<file path="src/rtl/conv_pkg.sv">
// -----------------------------------------------------------------------------
// conv_pkg
// Shared definitions for the byte-to-word converter.
//   MODE_8 / MODE_16 / MODE_32 : MODE encodings for 1, 2 and 4 byte words
//   mode_to_bytes()            : MODE -> word size in bytes, clamped to max_bytes
// -----------------------------------------------------------------------------
package conv_pkg;

  localparam int MODE_8  = 0;
  localparam int MODE_16 = 1;
  localparam int MODE_32 = 2;

  // Word size is 2^mode bytes. Modes beyond log2(max_bytes) saturate at max_bytes.
  // The loop has a fixed bound so the function stays synthesizable.
  function automatic int mode_to_bytes(input int mode, input int max_bytes);
    int n;
    n = 1;
    for (int i = 0; i < 16; i++) begin
      if (i < mode && n < max_bytes) n = n * 2;
    end
    return n;
  endfunction

endpackage

</file>
<file path="src/rtl/conv_out_reg.sv">
// -----------------------------------------------------------------------------
// conv_out_reg
// Output holding stage for the byte-to-word converter.
// A load always wins over a consume on the same edge, so a new word replaces
// the one being drained and o_valid stays high. While o_valid is high and
// i_ready is low the stored word is held stable.
// Ports:
//   CLK, RST            clock, asynchronous active-high reset
//   i_load              capture i_data/i_bytes and raise o_valid
//   i_data, i_bytes     word and its valid byte count
//   i_ready             downstream consumes the word on this edge
//   o_data, o_bytes     registered word and byte count
//   o_valid             word available
// -----------------------------------------------------------------------------
module conv_out_reg #(
  parameter int W  = 32,
  parameter int BW = 3
) (
  input  logic          CLK,
  input  logic          RST,
  input  logic          i_load,
  input  logic [W-1:0]  i_data,
  input  logic [BW-1:0] i_bytes,
  input  logic          i_ready,
  output logic [W-1:0]  o_data,
  output logic [BW-1:0] o_bytes,
  output logic          o_valid
);

  always_ff @(posedge CLK or posedge RST) begin
    if (RST) begin
      o_data  <= '0;
      o_bytes <= '0;
      o_valid <= 1'b0;
    end else if (i_load) begin
      o_data  <= i_data;
      o_bytes <= i_bytes;
      o_valid <= 1'b1;
    end else if (o_valid && i_ready) begin
      o_valid <= 1'b0;
    end
  end

endmodule

</file>
<file path="src/rtl/conv_8_to_n.sv">
// -----------------------------------------------------------------------------
// conv_8_to_n
// Gathers a stream of bytes into words of 1, 2, 4 ... MAX_BYTES bytes, with the
// word size chosen per word from MODE. Valid/ready handshake on both sides.
// Optional feature macro: CONV_FLUSH_EN (adds the flush port, which emits a
// partial word; without it out_bytes always equals the latched word size).
// Ports:
//   CLK, RST                       clock, asynchronous active-high reset
//   ENB                            byte acceptance enable (drain continues)
//   MODE                           word size 2^MODE bytes, clamped
//   in_data, in_valid, in_ready    byte input handshake
//   out_data, out_bytes            word (byte 0 in [7:0]) and valid byte count
//   out_valid, out_ready           word output handshake
//   flush                          emit partial word (CONV_FLUSH_EN only)
// -----------------------------------------------------------------------------
module conv_8_to_n
  import conv_pkg::*;
#(
  parameter int MAX_BYTES = 4,
  parameter int MODE_W    = $clog2($clog2(MAX_BYTES) + 1)
) (
  input  logic                       CLK,
  input  logic                       RST,
  input  logic                       ENB,
  input  logic [MODE_W-1:0]          MODE,
  input  logic [7:0]                 in_data,
  input  logic                       in_valid,
  output logic                       in_ready,
  output logic [8*MAX_BYTES-1:0]     out_data,
  output logic [$clog2(MAX_BYTES):0] out_bytes,
  output logic                       out_valid,
  input  logic                       out_ready
`ifdef CONV_FLUSH_EN
  ,
  input  logic                       flush
`endif
);

  localparam int BW = $clog2(MAX_BYTES) + 1;

  logic [BW-1:0]              r_cnt;
  logic [BW-1:0]              r_nl;
  logic [8*(MAX_BYTES-1)-1:0] r_acc;

  logic [BW-1:0]              w_n_mode;
  logic [BW-1:0]              w_nl_eff;
  logic [BW-1:0]              w_load_bytes;
  logic [8*MAX_BYTES-1:0]     w_word;
  logic                       w_last;
  logic                       w_out_free;
  logic                       w_accept;
  logic                       w_complete;
  logic                       w_flush_load;
  logic                       w_load;

  assign w_n_mode = BW'(mode_to_bytes(int'(MODE), MAX_BYTES));

  // The word size is only taken from MODE at the start of a word.
  assign w_nl_eff   = (r_cnt == '0) ? w_n_mode : r_nl;
  assign w_last     = (r_cnt == w_nl_eff - BW'(1));
  assign w_out_free = !out_valid || out_ready;

  // Only the completing byte needs room in the output register.
  assign in_ready   = ENB && !RST && (!w_last || w_out_free);
  assign w_accept   = in_valid && in_ready;
  assign w_complete = w_accept && w_last;

`ifdef CONV_FLUSH_EN
  // A completing byte already produces a full word, so flush is moot then.
  assign w_flush_load = flush && (r_cnt != '0) && w_out_free && !w_complete;
`else
  assign w_flush_load = 1'b0;
`endif

  assign w_load       = w_complete || w_flush_load;
  assign w_load_bytes = w_complete ? w_nl_eff : (r_cnt + BW'(w_accept));

  // Merged word: stored lanes below cnt, the byte being accepted at lane cnt,
  // everything above zero. Stale accumulator lanes are masked out here rather
  // than cleared.
  always_comb begin
    w_word = '0;
    for (int k = 0; k < MAX_BYTES - 1; k++) begin
      if (BW'(k) < r_cnt) w_word[8*k +: 8] = r_acc[8*k +: 8];
    end
    for (int k = 0; k < MAX_BYTES; k++) begin
      if (w_accept && BW'(k) == r_cnt) w_word[8*k +: 8] = in_data;
    end
  end

  always_ff @(posedge CLK or posedge RST) begin
    if (RST) begin
      r_cnt <= '0;
      r_nl  <= BW'(1);
      r_acc <= '0;
    end else begin
      if (w_load) begin
        r_cnt <= '0;
      end else if (w_accept) begin
        r_cnt <= r_cnt + BW'(1);
      end
      if (w_accept && r_cnt == '0) begin
        r_nl <= w_n_mode;
      end
      if (w_accept && !w_last) begin
        for (int k = 0; k < MAX_BYTES - 1; k++) begin
          if (BW'(k) == r_cnt) r_acc[8*k +: 8] <= in_data;
        end
      end
    end
  end

  conv_out_reg #(
    .W  (8 * MAX_BYTES),
    .BW (BW)
  ) u_out_reg (
    .CLK     (CLK),
    .RST     (RST),
    .i_load  (w_load),
    .i_data  (w_word),
    .i_bytes (w_load_bytes),
    .i_ready (out_ready),
    .o_data  (out_data),
    .o_bytes (out_bytes),
    .o_valid (out_valid)
  );

endmodule

</file>
<file path="config.mk">
export PLATFORM = sky130hd
export DESIGN_NAME = conv_8_to_n
export DESIGN_NICKNAME = d
export VERILOG_FILES = /design/src/rtl/conv_pkg.sv /design/src/rtl/conv_out_reg.sv /design/src/rtl/conv_8_to_n.sv
export SDC_FILE = /design/constraint.sdc
export NUM_CORES = 1
export LEC_CHECK = 0
export ABC_AREA = 1
export CAP_MARGIN = 20
export CELL_PAD_IN_SITES_DETAIL_PLACEMENT = 1
export CELL_PAD_IN_SITES_GLOBAL_PLACEMENT = 1
export CORE_UTILIZATION = 35
export DETAILED_ROUTE_END_ITERATION = 12
export PLACE_DENSITY_LB_ADDON = 0.12
export REMOVE_ABC_BUFFERS = 1
export SLEW_MARGIN = 5
export SYNTH_ARGS = -nofsm -noshare
export SYNTH_HDL_FRONTEND = slang
export SYNTH_SLANG_ARGS = --single-unit
</file>
<file path="constraint.sdc">
create_clock -name CLK -period 3 [get_ports CLK]
set_input_delay 0.75 -clock CLK [delete_from_list [all_inputs] [get_ports CLK]]
set_output_delay 0.75 -clock CLK [all_outputs]
set_load 0.05 [all_outputs]
</file>
==> results of run 1 <==
==> logic make-up after synthesis <==
group / count (synthesis) / share of synthesized area (%)
and+or+nand+nor: 238 / 31.0
AOI/OAI and AO/OA: 55 / 8.74
buffers and inverters: 60 / 7.67
adders and majority gates: 5 / 1.91
xor gates and xnor gates: 1 / 0.267
DFF: 66 / 50.4
==> state kept, by name, indices dropped and copies added, names as in the netlist <==
register,count
r_cnt,3
u_out_reg.o_data,32
r_nl,3
r_acc,24
u_out_reg.o_bytes,3
u_out_reg.o_valid,1
==> layer usage <==
metal  vias up  share of wire, %  track usage (%)
met1      1479                47             28.5
met5         -                 0                0
met2        44                49             35.9
met4         0               1.3             7.81
met3        10               2.3             3.19
li1       1485                 -                -
==> stage by stage <==
step / util (%) / hold slack [ns] / setup WS, ns
4_1_cts: 49.8 / 0.476 / 0.00510
2_1_floorplan: - / 0.442 / -0.661
3_3_place_gp: 46.2 / 0.455 / -0.305
3_5_place_dp: 46.2 / 0.459 / -0.407
5_1_grt: 50.6 / 0.497 / -0.0536
6_report: 50.6 / 0.475 / 0.0128
==> cell usage after synthesis, types with 2 or more instances <==
cell type and instances:
nand3_1 9, inv_2 3, nand2_2 2, o21ai_1 10, dfrtp_1 65, buf_2 5
a21oi_2 3, ha_1 5, o21ai_0 26, nor2_4 3, nand4_2 4, a21oi_1 16
inv_1 42, clkbuf_1 4, nand2_1 170, buf_4 2, nor2_1 45
==> area by class of cell <==
cell class / instances / area, um^2
inverter: 47 / 181
fill: 1107 / 4390
sequential: 66 / 1650
clock buffer: 11 / 131
timing repair buffer: 91 / 851
tap: 108 / 135
multi-input combinational: 299 / 1470
clock inverter: 5 / 78.8
==> repair_timing <==
item / CTS / global route
cloned: 0 / 0
setup endpoints to repair: 1 / 28
gates resized for setup: 21 / 12
pin swaps: 12 / 9
buffers inserted: 7 / 4
==> worst max-delay path, cell delays in order <==
cell and delay (ns):
dlygate4sd2_1 0.25, inv_2 0.10, nand2_2 0.07, nand2_2 0.10, nand2_4 0.07, ha_4 0.17, inv_2 0.06, nand2_2 0.05
nand2_2 0.07, nand3_2 0.07, nand2_2 0.09, nand4_2 0.09, nand2_1 0.10, nor2_2 0.05, buf_12 0.15
==> worst paths after layout <==
path                                             from               endpoint
worst max-delay path                          MODE[1]               in_ready
worst min-delay path            r_acc[13]$_DFFE_PP0P_  r_acc[13]$_DFFE_PP0P_
worst max register to register   r_cnt[0]$_DFFE_PP0P_  r_acc[21]$_DFFE_PP0P_
worst min register to register  r_acc[13]$_DFFE_PP0P_  r_acc[13]$_DFFE_PP0P_
max in group asynchronous                         RST   r_acc[1]$_DFFE_PP0P_
min in group asynchronous                         RST   r_cnt[1]$_DFFE_PP0P_
==> report_power, final <==
| part | switching, uW | internal (uW) |
|---|---|---|
| registers | 204 | 1280 |
| logic | 1860 | 1130 |
| clock network | 358 | 468 |
==> impl_results.md, run 1 <==
- Clock Latency Late Sink: 0.34 ns
- CP Launch Type: input pin
- DRC: 0
- CTS Buf Count: 9
- Slew margin rel.: 41.9%
- Initial antenna violation count: 0
- P per Cell Area: roughly 1200 nW/um^2
- Area grow syn2layout: 37.2%
- RePlAce Congestion: 0.836
- Post-Route WL: 9590 um
- Seq/Total Area, Yosys: 50.4%
- Min-Delay Path Class: flip-flop to flip-flop
- Crit path max fanout: 4
- Largest area contributor in the netlist: dfrtp_1
- Detail Route Antenna Nets: 0
- Leakage power: 0.00233 uW
- EDFF count, synth: 0
- Async S/R FF share, synth: 100%
- Tmin final: 2.99 ns
- I/O Buffers: 51
- Cell Area, Synth: 3280 um^2
- Grt total ovfl: 0
- RSZ-0062 raised after global routing: yes
- Worst Reg-to-Reg Cells: 22
- Row cnt: 34
- DIE WIDTH: 98.8 um
- Status: completed
- Synth Flop Type: dfrtp_1
- Setup CP Type: input pin to primary output
- Worst Setup End Kind: primary output
- Largest net degree at the start of global routing: 67
- Ant. Diodes: 0
- Commonest non-fill, non-tap cell in the layout: nand2_1
- Number of global-route vias before repair: about 3,200
- Initial Util: 36.9%
- Clock tree buffer depth: 2
- Fin nets: 534
- Post-Layout Cell Count: 627
- Ranking of synthesized cells by area: dfrtp_1 (50%), nand2_1 (19%), nor2_1 (5.2%)
- Layout cell share with drive strength beyond 1: 19.1%
- First-pass GRT wire length: 16,200 um
- Drt pass-1 iters: 4
- Max frequency: 0.335 GHz
- Setup Total Neg Slack: 0 ns
- Estimated wirelength of the detail-placed design: roughly 6500 um
- Clk sink count: 66
- Area share of the largest cell type after synthesis: 49.6%
- Finished layout cell area: 4500 um^2
- Die Area: 9750 um^2
- Total number of H-tree levels: 3
- Hold depth: 2
- Slew Viols, Final: 0
- Boundary pin count: between 50 and 60
- Die height: 98.8 um
- Mapped Cells: about 430
- Period utilization: 99.6%
- Root buffer cell: clkbuf_8
- Commonest non-fill, non-tap cells in the layout: nand2_1 (159), dfrtp_1 (65), clkdlybuf4s50_1 (48)
- Synthesis Warnings: 0
- Hold Buf Count CTS: 0
- All-Layer GR Usage: 21.5%
- Avg Cell Area, Syn: 7.71 um^2
- Seq cells post-synth: between 60 and 70
- Worst-Margin Slew: 0.871 ns
- Placed cell area: 4110 um^2
- CTS tree: built
- VDD IR max: 419 uV
- Clock skew: roughly 0.0082 ns
- R2R setup slack: 0.16 ns
- Final Hold Viols: 0
- Via/cell ratio: 4.81
- Critical Path RT: 2.25 ns
- Wirelength per Cell: 15.3 um
- DRT iter0 DRCs: 80
- Synth cell types: 28
- Worst EP arrival: 2.24 ns
- Final setup fails: 0
- Via count: 3,018
- Clock slew at reported path FFs: roughly 0.07 ns
- Core region area: roughly 9000 um^2
- Final Total Pwr: 5300 uW
- Placed cells: 600
- Number of max-cap violations: 0
(Power assumes the default switching activity.)
==> inputs of run 2 (changes only) <==
CORE_ASPECT_RATIO = 0.75   (was default)
==> run 2 against run 1 <==
Effect of this change: routed wire length rose by 2.3%; setup slack improved by 0.018 ns; sequential power barely moved; clock skew fell by 0.0021 ns; non-clock buffer count fell by 7; clock power rose by 28%; via count rose by 1.1%; total power rose by 3.7%; critical path type is now flip-flop to primary output; largest cell class unchanged; highest routed layer unchanged.
==> impl_results.md, run 2 (synthesis gave the netlist of run 1 again) <==
- Estimated wirelength of the detail-placed design: 6480 um
- Filler Cells Inserted: 1,128
- Layout cell share with drive strength beyond 1: between 10% and 20%
- Wire length on met3: about 340 um
- Critical Path RT: 2.25 ns
- Final WS setup: 0.0306 ns
- Slew margin rel.: 40.6%
- Hold slack: between 0.4 and 0.5 ns
- Boundary pin count: between 50 and 60
- Post-Route WL: 9820 um
- Ant. Diodes: 0
- CP top delay family: simple AND/OR/NAND/NOR gates
- CTS tree: built
- Drt pass-1 iters: 4
- DIE WIDTH: 114 um
- P per Cell Area: 1200 nW/um^2
- Worst EP arrival: 2.22 ns
- DRC: 0
- Placed cells: 618
- Tmin final: 2.97 ns
- Initial Util: 36.1%
- Commonest non-fill, non-tap cell in the layout: nand2_1
- Wirelength per Cell: 15.3 um
- Number of max-cap violations: 0
- Min-Delay Path Class: flip-flop to flip-flop
- Die Area: just under 10,000 um^2
- Worst path max stage delay: about 0.39 ns
- Detail Route Antenna Nets: 0
- All-Layer GR Usage: 21.6%
- Crit path max fanout: 4
- Post-Layout Cell Count: 640
- First-pass GRT wire length: 16,000 um
- Grt total ovfl: 0
- Finished layout cell area: ~4600 um^2
- Hold Buf Count CTS: 0
- Placed cell area: 4100 um^2
- Slowest-stage cell, CP: dfrtp_1
- Final setup fails: 0
- Slew Viols, Final: 0
- CP Launch Type: flip-flop
- Fin nets: 527
- Max frequency: 0.337 GHz
- VDD IR max: between 500 and 600 uV
- Worst-Margin Slew: 0.891 ns
- Status: completed
- Post-Route M1 WL: 4760 um
- Worst Setup End Kind: primary output
- DRT iter0 DRCs: around 110
- Die height: 85.8 um
- I/O Buffers: 51
- Setup CP Type: flip-flop to primary output
- Leakage power: 0.00233 uW
- Total number of H-tree levels: 3
- Clock slew at reported path FFs: 0.06 ns
- Biggest regs: u_out_reg.o_data x32, r_acc x24
- Largest net degree at the start of global routing: between 60 and 70
- Setup Total Neg Slack: 0 ns
- Initial antenna violation count: 0
- RePlAce Congestion: 0.854
- Via count: 3,051
- Root buffer cell: clkbuf_16
- Register area: 1650 um^2
- Via/cell ratio: roughly 4.8
- Most flops, register: u_out_reg.o_data
- Met2 WL: 4660 um
- Clock tree buffer depth: 2
- Clk sink count: 66
- Number of global-route vias before repair: 3,098
- Commonest non-fill, non-tap cells in the layout: nand2_1 (161), dfrtp_1 (65), clkdlybuf4s50_1 (48)
- DP Worst Slack: -0.396 ns
- CTS Buf Count: 9
- Core region area: 9080 um^2
- Max FFs per register: 32
- Period utilization: 99.0%
- Clock Latency Late Sink: 0.33 ns
- CP Cell Sequence: inv_2, ha_4, inv_2, nor2_4, nand2_2, nand2_4, ha_4, xor2_4, nand4_2, nand2_1, nor2_2, buf_12
- Area grow syn2layout: 39.1%
- RSZ-0062 raised after global routing: yes
- Final Hold Viols: 0
- Row cnt: 30
- Area of the multi-input gates: 1480 um^2
- Clock skew: 0.00619 ns
- Buf+Inv Stages, Crit Path: 3
- Max Used Layer: met4
==> run 2: cell types whose count changed in the layout (fill, tap and decap cells not counted), moves of 2 or more <==
cell | previous run | this run
buf_4 | 36 | 31
clkbuf_8 | 9 | 2
clkbuf_16 | 0 | 9
nand2_2 | 12 | 10
nand2_1 | 159 | 161
==> run 2: tightest hold or removal path, cell delays in order (launching register included) <==
cell and delay, ns:
dfrtp_1 0.34, nand2_1 0.05, nand2_1 0.05
==> run 2: worst paths after layout <==
| path | startpoint | to | slack, ns | cells past startpoint |
|---|---|---|---|---|
| worst min register to register | r_acc[14]$_DFFE_PP0P_ | r_acc[14]$_DFFE_PP0P_ | 0.47 | 2 |
| worst max-delay path | r_cnt[0]$_DFFE_PP0P_ | in_ready | 0.03 | 12 |
| worst max register to register | r_cnt[0]$_DFFE_PP0P_ | r_acc[10]$_DFFE_PP0P_ | 0.25 | 20 |
| max in group asynchronous | RST | u_out_reg.o_data[2]$_DFFE_PP0P_ | 1.30 | 3 |
| min in group asynchronous | RST | r_cnt[2]$_DFFE_PP0P_ | 1.09 | 3 |
| worst min-delay path | r_acc[14]$_DFFE_PP0P_ | r_acc[14]$_DFFE_PP0P_ | 0.47 | 2 |
==> run 2: repair_timing <==
item / 4_1_cts / 5_1_grt
setup buffers: 2 / 4
endpoints found under the setup margin: 1 / 1
gates resized for setup: 18 / 14
pin swaps: 6 / 10
==> run 2: through the flow <==
| step | power, uW | utilization [%] |
|---|---|---|
| floorplan | 3170 | - |
| global placement | 4020 | 45.2 |
| detailed placement | 4090 | 45.2 |
| CTS | 5330 | 49.2 |
| global route | 5850 | 50.2 |
| finish | 5490 | 50.2 |
==> run 2: metal layers <==
metal	vias to the layer above	GRT usage, %
met5	-	0
met4	0	4.31
met3	7	5.02
met2	53	35.5
met1	1517	29.4
li1	1474	-
==> run 2: layout make-up <==
class | count | area share (%)
Clock buffer | 14 | 5.79
Clock inverter | 2 | 0.768
Inverter | 47 | 3.98
Multi-Input combinational cell | 299 | 32.5
Sequential cell | 66 | 36.3
Tap cell | 128 | 3.51
Timing Repair Buffer | 84 | 17.2
==> run 2: power breakdown <==
group          internal, uW  leakage, uW  switching, uW
sequential             1280     0.000839            209
combinational          1080      0.00134           1860
clock                   688     0.000147            374
total                  3050      0.00233           2440
==> inputs of run 3 (changes only) <==
CORE_UTILIZATION = 42   (was 35)
DONT_BUFFER_PORTS = 1   (was default)
HOLD_SLACK_MARGIN = 0.02   (was default)
==> run 3 against run 2 <==
Effect of this change: largest cell class unchanged; highest routed layer unchanged; worst hold slack improved by 0.0093 ns; register-to-register slack better by 0.02 ns; routed wire length decreased by 3.5%; sequential power up 46%.
==> impl_results.md, run 3 (synthesis gave the netlist of run 1 again) <==
- Clock skew: 0.0108 ns
- Estimated wirelength of the detail-placed design: 6350 um
- Clock tree buffer depth: 2
- Filler Cells Inserted: 943
- Worst Reg-to-Reg Cells: 20
- Slew margin rel.: 43.5%
- Area of the multi-input gates: between 1000 and 1500 um^2
- Post-Route WL: 9470 um
- Die Area: 8160 um^2
- First-pass GRT wire length: around 16,000 um
- Setup CP Type: flip-flop to primary output
- Total number of H-tree levels: 3
- Wirelength per Cell: 17.2 um
- Number of global-route vias before repair: around 3,000
- All-Layer GR Usage: 25.7%
- Commonest non-fill, non-tap cell in the layout: nand2_1
- Tmin final: roughly 2.9 ns
- Initial antenna violation count: 0
- Number of max-cap violations: 0
- Drt pass-1 iters: 4
- Commonest non-fill, non-tap cells in the layout: nand2_1 (162), dfrtp_1 (64), nor2_1 (43)
- RSZ-0062 raised after global routing: yes
- Hold wc startpoint: r_acc[23]$_DFFE_PP0P_
- Worst-Margin Slew: 0.848 ns
- Layout cell share with drive strength beyond 1: 17.3%
- Max FFs per register: 32
- CTS tree: built
- Max frequency: 0.340 GHz
- Fin nets: 466
- Final Hold Viols: 0
- Initial Util: 44.1%
- Clock Latency Late Sink: 0.34 ns
- Detail Route Antenna Nets: 0
- Register area: 1650 um^2
- VDD IR max: ~520 uV
- P per Cell Area: 1250 nW/um^2
- Hold depth: 2
- Die height: just under 80 um
- Largest net degree at the start of global routing: 67
- Placed cells: 527
- Row cnt: 27
- I/O Buffers: 0
- Crit Reg-Reg Endpoint: r_acc[11]$_DFFE_PP0P_
- RePlAce Congestion: 0.871
- Hold Buf Count CTS: 0
- Worst Setup End Kind: primary output
- DRT iter0 DRCs: 108
- Area grow syn2layout: 16.1%
- R2R setup slack: between 0.2 and 0.3 ns
- CTS Buf Count: 9
- DIE WIDTH: 104 um
- Worst Hold Path EP: r_acc[23]$_DFFE_PP0P_
- Setup Total Neg Slack: 0 ns
- Most flops, register: u_out_reg.o_data
- Worst EP arrival: ~2.2 ns
- Core region area: 7430 um^2
- R2r startpoint: r_cnt[0]$_DFFE_PP0P_
- DRC: 0
- Via count: between 2,000 and 3,000
- Clk sink count: 66
- Slew Viols, Final: 0
- Crit path max fanout: 4
- Min-Delay Path Class: flip-flop to flip-flop
- Status: completed
- Ant. Diodes: 0
- Critical Path RT: 2.25 ns
- Boundary pin count: 52
- Grt total ovfl: 0
- Leakage power: 0.00202 uW
- Final setup fails: 0
- Hold slack: just under 0.5 ns
- Biggest regs: u_out_reg.o_data x32, r_acc x24
- Clock slew at reported path FFs: roughly 0.070 ns
- Via/cell ratio: 5.09
- CP Launch Type: flip-flop
- Period utilization: 97.9%
- Root buffer cell: clkbuf_8
- Post-Layout Cell Count: between 500 and 600
-- run 3: changes by cell type in the layout (fill, tap and decap cells not counted), sizes merged --
| cell | previous run | this run |
|---|---|---|
| clkinv | 3 | 4 |
| clkdlybuf4s50 | 48 | 0 |
| clkinvlp | 0 | 1 |
| dlygate4sd2 | 2 | 0 |
| buf | 34 | 23 |
| clkbuf | 14 | 12 |
-- run 3: worst max-delay path, cell delays in order, from the launching register on --
cell,delay [ns]
dfrtp_1,0.39
inv_2,0.09
ha_4,0.13
inv_2,0.04
nor2_4,0.14
nand2_2,0.09
nand2_2,0.11
ha_4,0.23
xor2_4,0.20
nand4_4,0.11
nand2_2,0.06
nor2_2,0.09
buf_6,0.16
-- run 3: cell type report --
cell class	count	share of cell area (%)
clock buffer	12	3.82
inverter	47	4.77
tap	101	3.32
timing repair buffer	23	4.64
clock inverter	4	1.35
sequential	66	43.5
multi-input combinational	299	38.6
-- run 3: worst max path at each step --
stage	start	endpoint	slack (ns)	cells after the start
after global routing	r_cnt[0]$_DFFE_PP0P_	in_ready	-0.06	16
after floorplan	r_cnt[0]$_DFFE_PP0P_	in_ready	-0.66	10
after global placement	MODE[1]	in_ready	0.11	10
after CTS	r_cnt[1]$_DFFE_PP0P_	in_ready	0.01	16
after detailed placement	MODE[1]	in_ready	0.03	10
final	r_cnt[0]$_DFFE_PP0P_	in_ready	0.06	12
-- run 3: what timing repair did --
| action | 4_1_cts | 5_1_grt |
|---|---|---|
| resized for setup | 16 | 11 |
| pin swaps | 8 | 6 |
| buffers inserted | 7 | 2 |
| setup endpoints to repair | 1 | 1 |
-- run 3: metal layers --
layer / part of all wire [%] / global-route usage [%] / up-vias
li1: - / - / 1350
met1: 47 / 34.5 / 1389
met2: 47 / 41.3 / 59
met3: 4.1 / 6.40 / 11
met4: 1.7 / 7.14 / 0
met5: 0 / 0 / -
-- run 3: metrics by stage --
stage               total power [uW]  area [um^2]  utilization (%)  setup slack [ns]
finish                          4750         3800             51.2            0.0630
CTS                             4630         3740             50.4            0.0132
detailed placement              3640         3440             46.3            0.0330
global placement                3530         3440             46.3             0.112
global route                    5080         3800             51.2           -0.0615
floorplan                       3170         3210                -            -0.661
-- run 3: where the power goes --
group / switching [uW] / internal [uW] / total, uW
logic: 1100 / 712 / 1810
clock network: 347 / 407 / 754
registers: 917 / 1270 / 2180
total: 2360 / 2390 / 4750
